**config.mk**
```make
export PLATFORM = sky130hd
export DESIGN_NAME = data_sram_bridge
export DESIGN_NICKNAME = d
export VERILOG_FILES = /design/src/rtl/data_sram_bridge.sv
export SDC_FILE = /design/constraint.sdc
export NUM_CORES = 1
export LEC_CHECK = 0
export BUFFER_PORTS_ARGS = -buffer_cell sky130_fd_sc_hd__buf_2
export CORE_ASPECT_RATIO = 0.8
export CORE_MARGIN = 2
export CORE_UTILIZATION = 59
export CTS_BUF_LIST = sky130_fd_sc_hd__clkbuf_4
export CTS_CLUSTER_DIAMETER = 120
export CTS_CLUSTER_SIZE = 40
export DETAILED_ROUTE_END_ITERATION = 7
export HOLD_SLACK_MARGIN = 0.1
export PLACE_DENSITY = 0.95
export SYNTH_ARGS = -nofsm -noshare
export SYNTH_HDL_FRONTEND = slang
export SYNTH_SLANG_ARGS = --single-unit
```
**constraint.sdc**
```tcl
create_clock -name clk -period 6.12 [get_ports clk]
set_input_delay 0.306 -clock clk [delete_from_list [all_inputs] [get_ports clk]]
set_output_delay 0.306 -clock clk [all_outputs]
set_load 0.03 [all_outputs]
```
**src/rtl/data_sram_bridge.sv**
```systemverilog
// MEM-stage data bus responder: splits each 32-bit access into up to two
// 16-bit req/ack SRAM transactions, stalling the pipeline until done.
module data_sram_bridge #(
    parameter int unsigned SRAM_AW  = 20,
    parameter int unsigned WAIT_MAX = 15
) (
    input  logic               clk,
    input  logic               rst,
    input  logic               mem_ce_i,
    input  logic               mem_we_i,
    input  logic [31:0]        mem_addr_i,
    input  logic [3:0]         mem_sel_i,
    input  logic [31:0]        mem_data_i,
    output logic [31:0]        mem_data_o,
    output logic               stall_req_o,
    output logic               err_o,
    output logic               sram_req_o,
    output logic               sram_we_o,
    output logic [SRAM_AW-1:0] sram_addr_o,
    output logic [1:0]         sram_be_o,
    output logic [15:0]        sram_wdata_o,
    input  logic [15:0]        sram_rdata_i,
    input  logic               sram_ack_i
);

    localparam int unsigned AW_L  = SRAM_AW - 1;
    localparam int unsigned CNT_W = $clog2(WAIT_MAX + 1);

    typedef enum logic [1:0] {IDLE, HI, LO, DONE} state_t;

    state_t           state_q, state_d;
    logic [AW_L-1:0]  addr_q, addr_d;
    logic [3:0]       sel_q, sel_d;
    logic             we_q, we_d;
    logic [31:0]      wdata_q, wdata_d;
    logic [31:0]      rbuf_q, rbuf_d;
    logic             err_flag_q, err_flag_d;
    logic [CNT_W-1:0] cnt_q, cnt_d;

    logic [1:0]       half_be;
    logic [15:0]      half_rd;
    logic             txn_d;

    // Byte-offset bits and address bits above the SRAM range are not needed.
    logic unused_addr;
    assign unused_addr = ^{mem_addr_i[31:SRAM_AW+1], mem_addr_i[1:0]};

    assign stall_req_o = rst && mem_ce_i && (state_q != DONE);

    // Next-state, latch and read-capture logic.
    always_comb begin
        state_d    = state_q;
        addr_d     = addr_q;
        sel_d      = sel_q;
        we_d       = we_q;
        wdata_d    = wdata_q;
        rbuf_d     = rbuf_q;
        err_flag_d = err_flag_q;
        cnt_d      = cnt_q;
        half_be    = (state_q == HI) ? sel_q[3:2] : sel_q[1:0];
        half_rd    = (sram_ack_i ? sram_rdata_i : 16'hFFFF)
                   & {{8{half_be[1]}}, {8{half_be[0]}}};

        case (state_q)
            IDLE: begin
                if (mem_ce_i) begin
                    addr_d     = mem_addr_i[SRAM_AW:2];
                    sel_d      = mem_sel_i;
                    we_d       = mem_we_i;
                    wdata_d    = mem_data_i;
                    rbuf_d     = '0;
                    err_flag_d = 1'b0;
                    cnt_d      = '0;
                    if (mem_sel_i[3:2] != 2'b00)      state_d = HI;
                    else if (mem_sel_i[1:0] != 2'b00) state_d = LO;
                    else                              state_d = DONE;
                end
            end
            HI, LO: begin
                // A timed-out half completes as if acked, reading all-ones.
                if (sram_ack_i || (cnt_q == CNT_W'(WAIT_MAX - 1))) begin
                    if (!we_q) begin
                        if (state_q == HI) rbuf_d[31:16] = half_rd;
                        else               rbuf_d[15:0]  = half_rd;
                    end
                    if (!sram_ack_i) err_flag_d = 1'b1;
                    cnt_d = '0;
                    if ((state_q == HI) && (sel_q[1:0] != 2'b00)) state_d = LO;
                    else                                          state_d = DONE;
                end else begin
                    cnt_d = cnt_q + CNT_W'(1);
                end
            end
            DONE:    state_d = IDLE;
            default: state_d = IDLE;
        endcase
    end

    assign txn_d = (state_d == HI) || (state_d == LO);

    // State and output registers; outputs derive from next-state values.
    always_ff @(posedge clk or negedge rst) begin
        if (!rst) begin
            state_q      <= IDLE;
            addr_q       <= '0;
            sel_q        <= '0;
            we_q         <= 1'b0;
            wdata_q      <= '0;
            rbuf_q       <= '0;
            err_flag_q   <= 1'b0;
            cnt_q        <= '0;
            sram_req_o   <= 1'b0;
            sram_we_o    <= 1'b0;
            sram_addr_o  <= '0;
            sram_be_o    <= '0;
            sram_wdata_o <= '0;
            mem_data_o   <= '0;
            err_o        <= 1'b0;
        end else begin
            state_q      <= state_d;
            addr_q       <= addr_d;
            sel_q        <= sel_d;
            we_q         <= we_d;
            wdata_q      <= wdata_d;
            rbuf_q       <= rbuf_d;
            err_flag_q   <= err_flag_d;
            cnt_q        <= cnt_d;
            sram_req_o   <= txn_d;
            sram_we_o    <= txn_d && we_d;
            sram_addr_o  <= txn_d ? {addr_d, (state_d == LO)} : '0;
            sram_be_o    <= (state_d == HI) ? sel_d[3:2] :
                            (state_d == LO) ? sel_d[1:0] : 2'b00;
            sram_wdata_o <= (state_d == HI) ? wdata_d[31:16] :
                            (state_d == LO) ? wdata_d[15:0]  : 16'h0000;
            mem_data_o   <= (state_d == DONE) ? rbuf_d : '0;
            err_o        <= (state_d == DONE) && err_flag_d;
        end
    end

endmodule

```
==> key figures <==
Run status
  • Status: finished, final reports clean

Worst hold path
  • Hold path start: sram_rdata_i[6]
  • Worst Hold Class: input port to register

Power
  • Clk pwr share: 16.0%
  • Max IR drop VDD: 0.000299 V
  • Comb pwr share: 42.9%
  • Pwr dens: 484 nW/um^2
  • Int Power: 2.39 mW
  • Sequential power share: 41.1%
  • Tot Pwr: 3.97 mW
  • Switching share of power: 39.8%
  • P_sw: 1.58 mW
  • P_leak: 4.20 nW

GRT
  • First-pass GRT wire length: 23.7 mm
  • Total global-route track usage: 25.9%
  • Total grt overflow: 0
  • Antenna violations before repair: 0
  • Largest net degree at the start of global routing: 86
  • Vias in the first global route: 4855

Routing
  • WL/cell: 18.0 um
  • # DRC: 0
  • TritonRoute pass-1 iters: 5
  • DR vias: 4502
  • Routed Antenna Nets: 0
  • Vias/cell: 5.60
  • Post-Route WL: 14.5 mm
  • 1st-iter DRT viols: 328

Die
  • Core area: 10800 um^2
  • Die height: 98.2 um
  • Die W: 122 um
  • Initial core utilization: 60.4%
  • DIE AREA: 12000 um^2
  • Row count: 34
  • Ports: 163

Timing
  • Clk_skew: 0.0187 ns
  • Crit path time final: 3.64 ns
  • Final Max Slew Viols: 0
  • Post-route setup slack: 2.48 ns
  • Setup TNS: 0 ns
  • Final setup violation count: 0
  • Rel. slew slack: 32.7%
  • Max Fclk: 275 MHz
  • Actual slew at the worst max-slew pin: 1.01 ns
  • RSZ-0062 raised after global routing: false
  • Final period utilization: 59.4%
  • Fin. Hold Viols: 0

Worst setup path
  • Worst r2r src: state_q[0]
  • Bufs and invs on worst path: 2
  • CP Data Arrival Time: 4.13 ns
  • CP startpoint: state_q[0]
  • CP endpoint kind: register
  • Crit-path max FO: 57
  • Most used cell, CP: ha_1
  • CP top delay family: compound AO/OA/AOI/OAI gates
  • Slowest CP cell: o21ai_2
  • Max incr delay on CP: 0.64 ns
  • CP Cell Sequence: inv_1 > ha_1 > nand2_2 > buf_4 > nor2_1 > a21oi_1 > o21a_1 > ha_1 > nand2_1 > o21ai_2 > a22o_1
  • Worst setup path class: register to register
  • CP startpoint kind: register
  • CP required: 6.61 ns

Place
  • Hpwl dp: 9.15 mm
  • Routability congestion estimate: 0.849
  • Setup WS pre-CTS: 2.53 ns
  • Number of port buffers: 149
  • Placed cell count: 715

CTS
  • Clock slew at reported path FFs: 0.14 ns
  • Post-CTS Resized: 0
  • Clk Latency, worst-skew pair: 0.55 ns
  • Clk sinks: 168
  • Setup Fix Bufs, Post-CTS: 0
  • CTS root buf: clkbuf_4
  • Clock buffer depth: 2
  • CTS Hold Bufs: 57
  • Total CTS buffers: 17
  • CTS tree: built
  • H-tree Lvls: 4

Synth
  • Post-synth top area share: 64.2%
  • Synthesized cell area: 6550 um^2
  • #FFs+latches synth: 168
  • Gate Count Post-Synth: 448
  • Ranking of synthesized cells by area: dfrtp_1 64%, mux2_2 9.8%, a22o_1 8.8%, and2_1 2.2%, ha_1 2.1%
  • Area leader, netlist: dfrtp_1
  • Distinct cells, synth: 37
  • Post-synth EDFFs: 0
  • Post-synth top cells: 168 x dfrtp_1, 66 x a22o_1, 57 x mux2_2
  • Synthesis warning total: 0
  • Synthesized Nets: 548
  • Mean Syn Cell Area: 14.6 um^2
  • Post-synthesis async set-or-reset flop share: 100%
  • Register area share after synthesis: 64.2%
  • Count leader, synth: dfrtp_1
  • Ys flop type: dfrtp_1

Final layout
  • Fin nets: 747
  • P&R area growth vs syn: 25.2%
  • Post-Layout Cell Count: 804
  • # diodes: 0
  • Multi-input gate area: 2150 um^2
  • Ratio of cells with drive above 1 in the final layout: 39.2%
  • FF/Latch Area: 4200 um^2
  • # fillers: 663

Run
  • Max-cap violations: 0
## sequential cells by signal (all words and copies together), names as in the netlist
name,cells
state_q,2
we_q,1
sram_we_o,1
sram_wdata_o,16
wdata_q,32
sram_addr_o,20
cnt_q,4
sel_q,4
sram_req_o,1
rbuf_q,32
sram_be_o,2
addr_q,19
mem_data_o,32
err_flag_q,1
err_o,1
## cells by family (layout without fill, tap and decap cells)
family | Yosys count | count (layout) | synth area share (%)
AOI/OAI and AO/OA | 122 | 122 | 15.6
muxes | 59 | 59 | 10.1
buffers and inverters | 37 | 249 | 2.94
and+or+nand+nor | 51 | 51 | 5.02
DFF | 168 | 168 | 64.2
adders and majority gates | 11 | 11 | 2.10
## worst register-to-register path, stage by stage, from the launching register on
cell	delay, ns
dfrtp_1	0.47
inv_1	0.09
ha_1	0.30
nand2_2	0.10
buf_4	0.59
nor2_1	0.09
a21oi_1	0.14
o21a_1	0.22
ha_1	0.50
nand2_1	0.18
o21ai_2	0.64
a22o_1	0.27
## final cells by class
type | instances | area share, %
inverter | 8 | 0.366
sequential | 168 | 51.3
clock inverter | 14 | 1.85
timing repair buffer | 209 | 16.4
clock buffer | 18 | 1.65
tap | 144 | 2.20
multi-input combinational | 243 | 26.3
## stage by stage
| step | util, % | cell area (um^2) | hold slack (ns) |
|---|---|---|---|
| after floorplan | - | 6550 | 0.0104 |
| after global placement | 67.7 | 7340 | 0.369 |
| after detailed placement | 67.7 | 7340 | 0.397 |
| after CTS | 75.6 | 8200 | 0.122 |
| after global routing | 75.6 | 8200 | 0.116 |
| final | 75.6 | 8200 | 0.142 |
## power groups by stage
stage	Combinational, mW	Clock, mW	Sequential [mW]
after floorplan	1.04	0	1.83
after global placement	1.57	0	1.62
after detailed placement	1.66	0	1.65
after CTS	1.70	0.643	1.63
after global routing	1.85	0.700	1.67
final	1.70	0.635	1.63
## path summary, 6_finish.rpt
path / endpoint / slack [ns] / cells past startpoint
min in group asynchronous: addr_q[12] / 0.35 / 2
setup / recovery: mem_data_o[19] / 2.48 / 11
hold / removal: rbuf_q[6] / 0.14 / 3
hold reg to reg: addr_q[14] / 0.51 / 1
max in group asynchronous: mem_data_o[31] / 4.26 / 3
setup reg to reg: mem_data_o[19] / 2.48 / 11
## cells in the final DEF, fill, tap and decap left out, drive strengths merged
cell type,instances
a21o,16
a21oi,5
a22o,74
a31oi,1
a32o,8
and2,24
and3b,1
and4,2
and4b,2
buf,152
bufinv,2
clkbuf,18
clkinv,6
clkinvlp,4
dfrtp,168
dlygate4sd3,57
ha,11
inv,10
mux2,58
mux2i,1
nand2,9
nand2b,1
nand3,2
nor2,4
nor2b,2
nor3,2
nor3b,1
nor4b,1
o211ai,3
o21a,2
o21ai,13
## routing by layer
metal	vias up	routed length (um)	global-route usage, %
met4	0	216	9.64
met5	-	0	0
met3	21	1160	8.47
li1	2023	-	-
met2	190	7180	42.7
met1	2268	5910	32.1
Power figures use the tool's default switching activity.
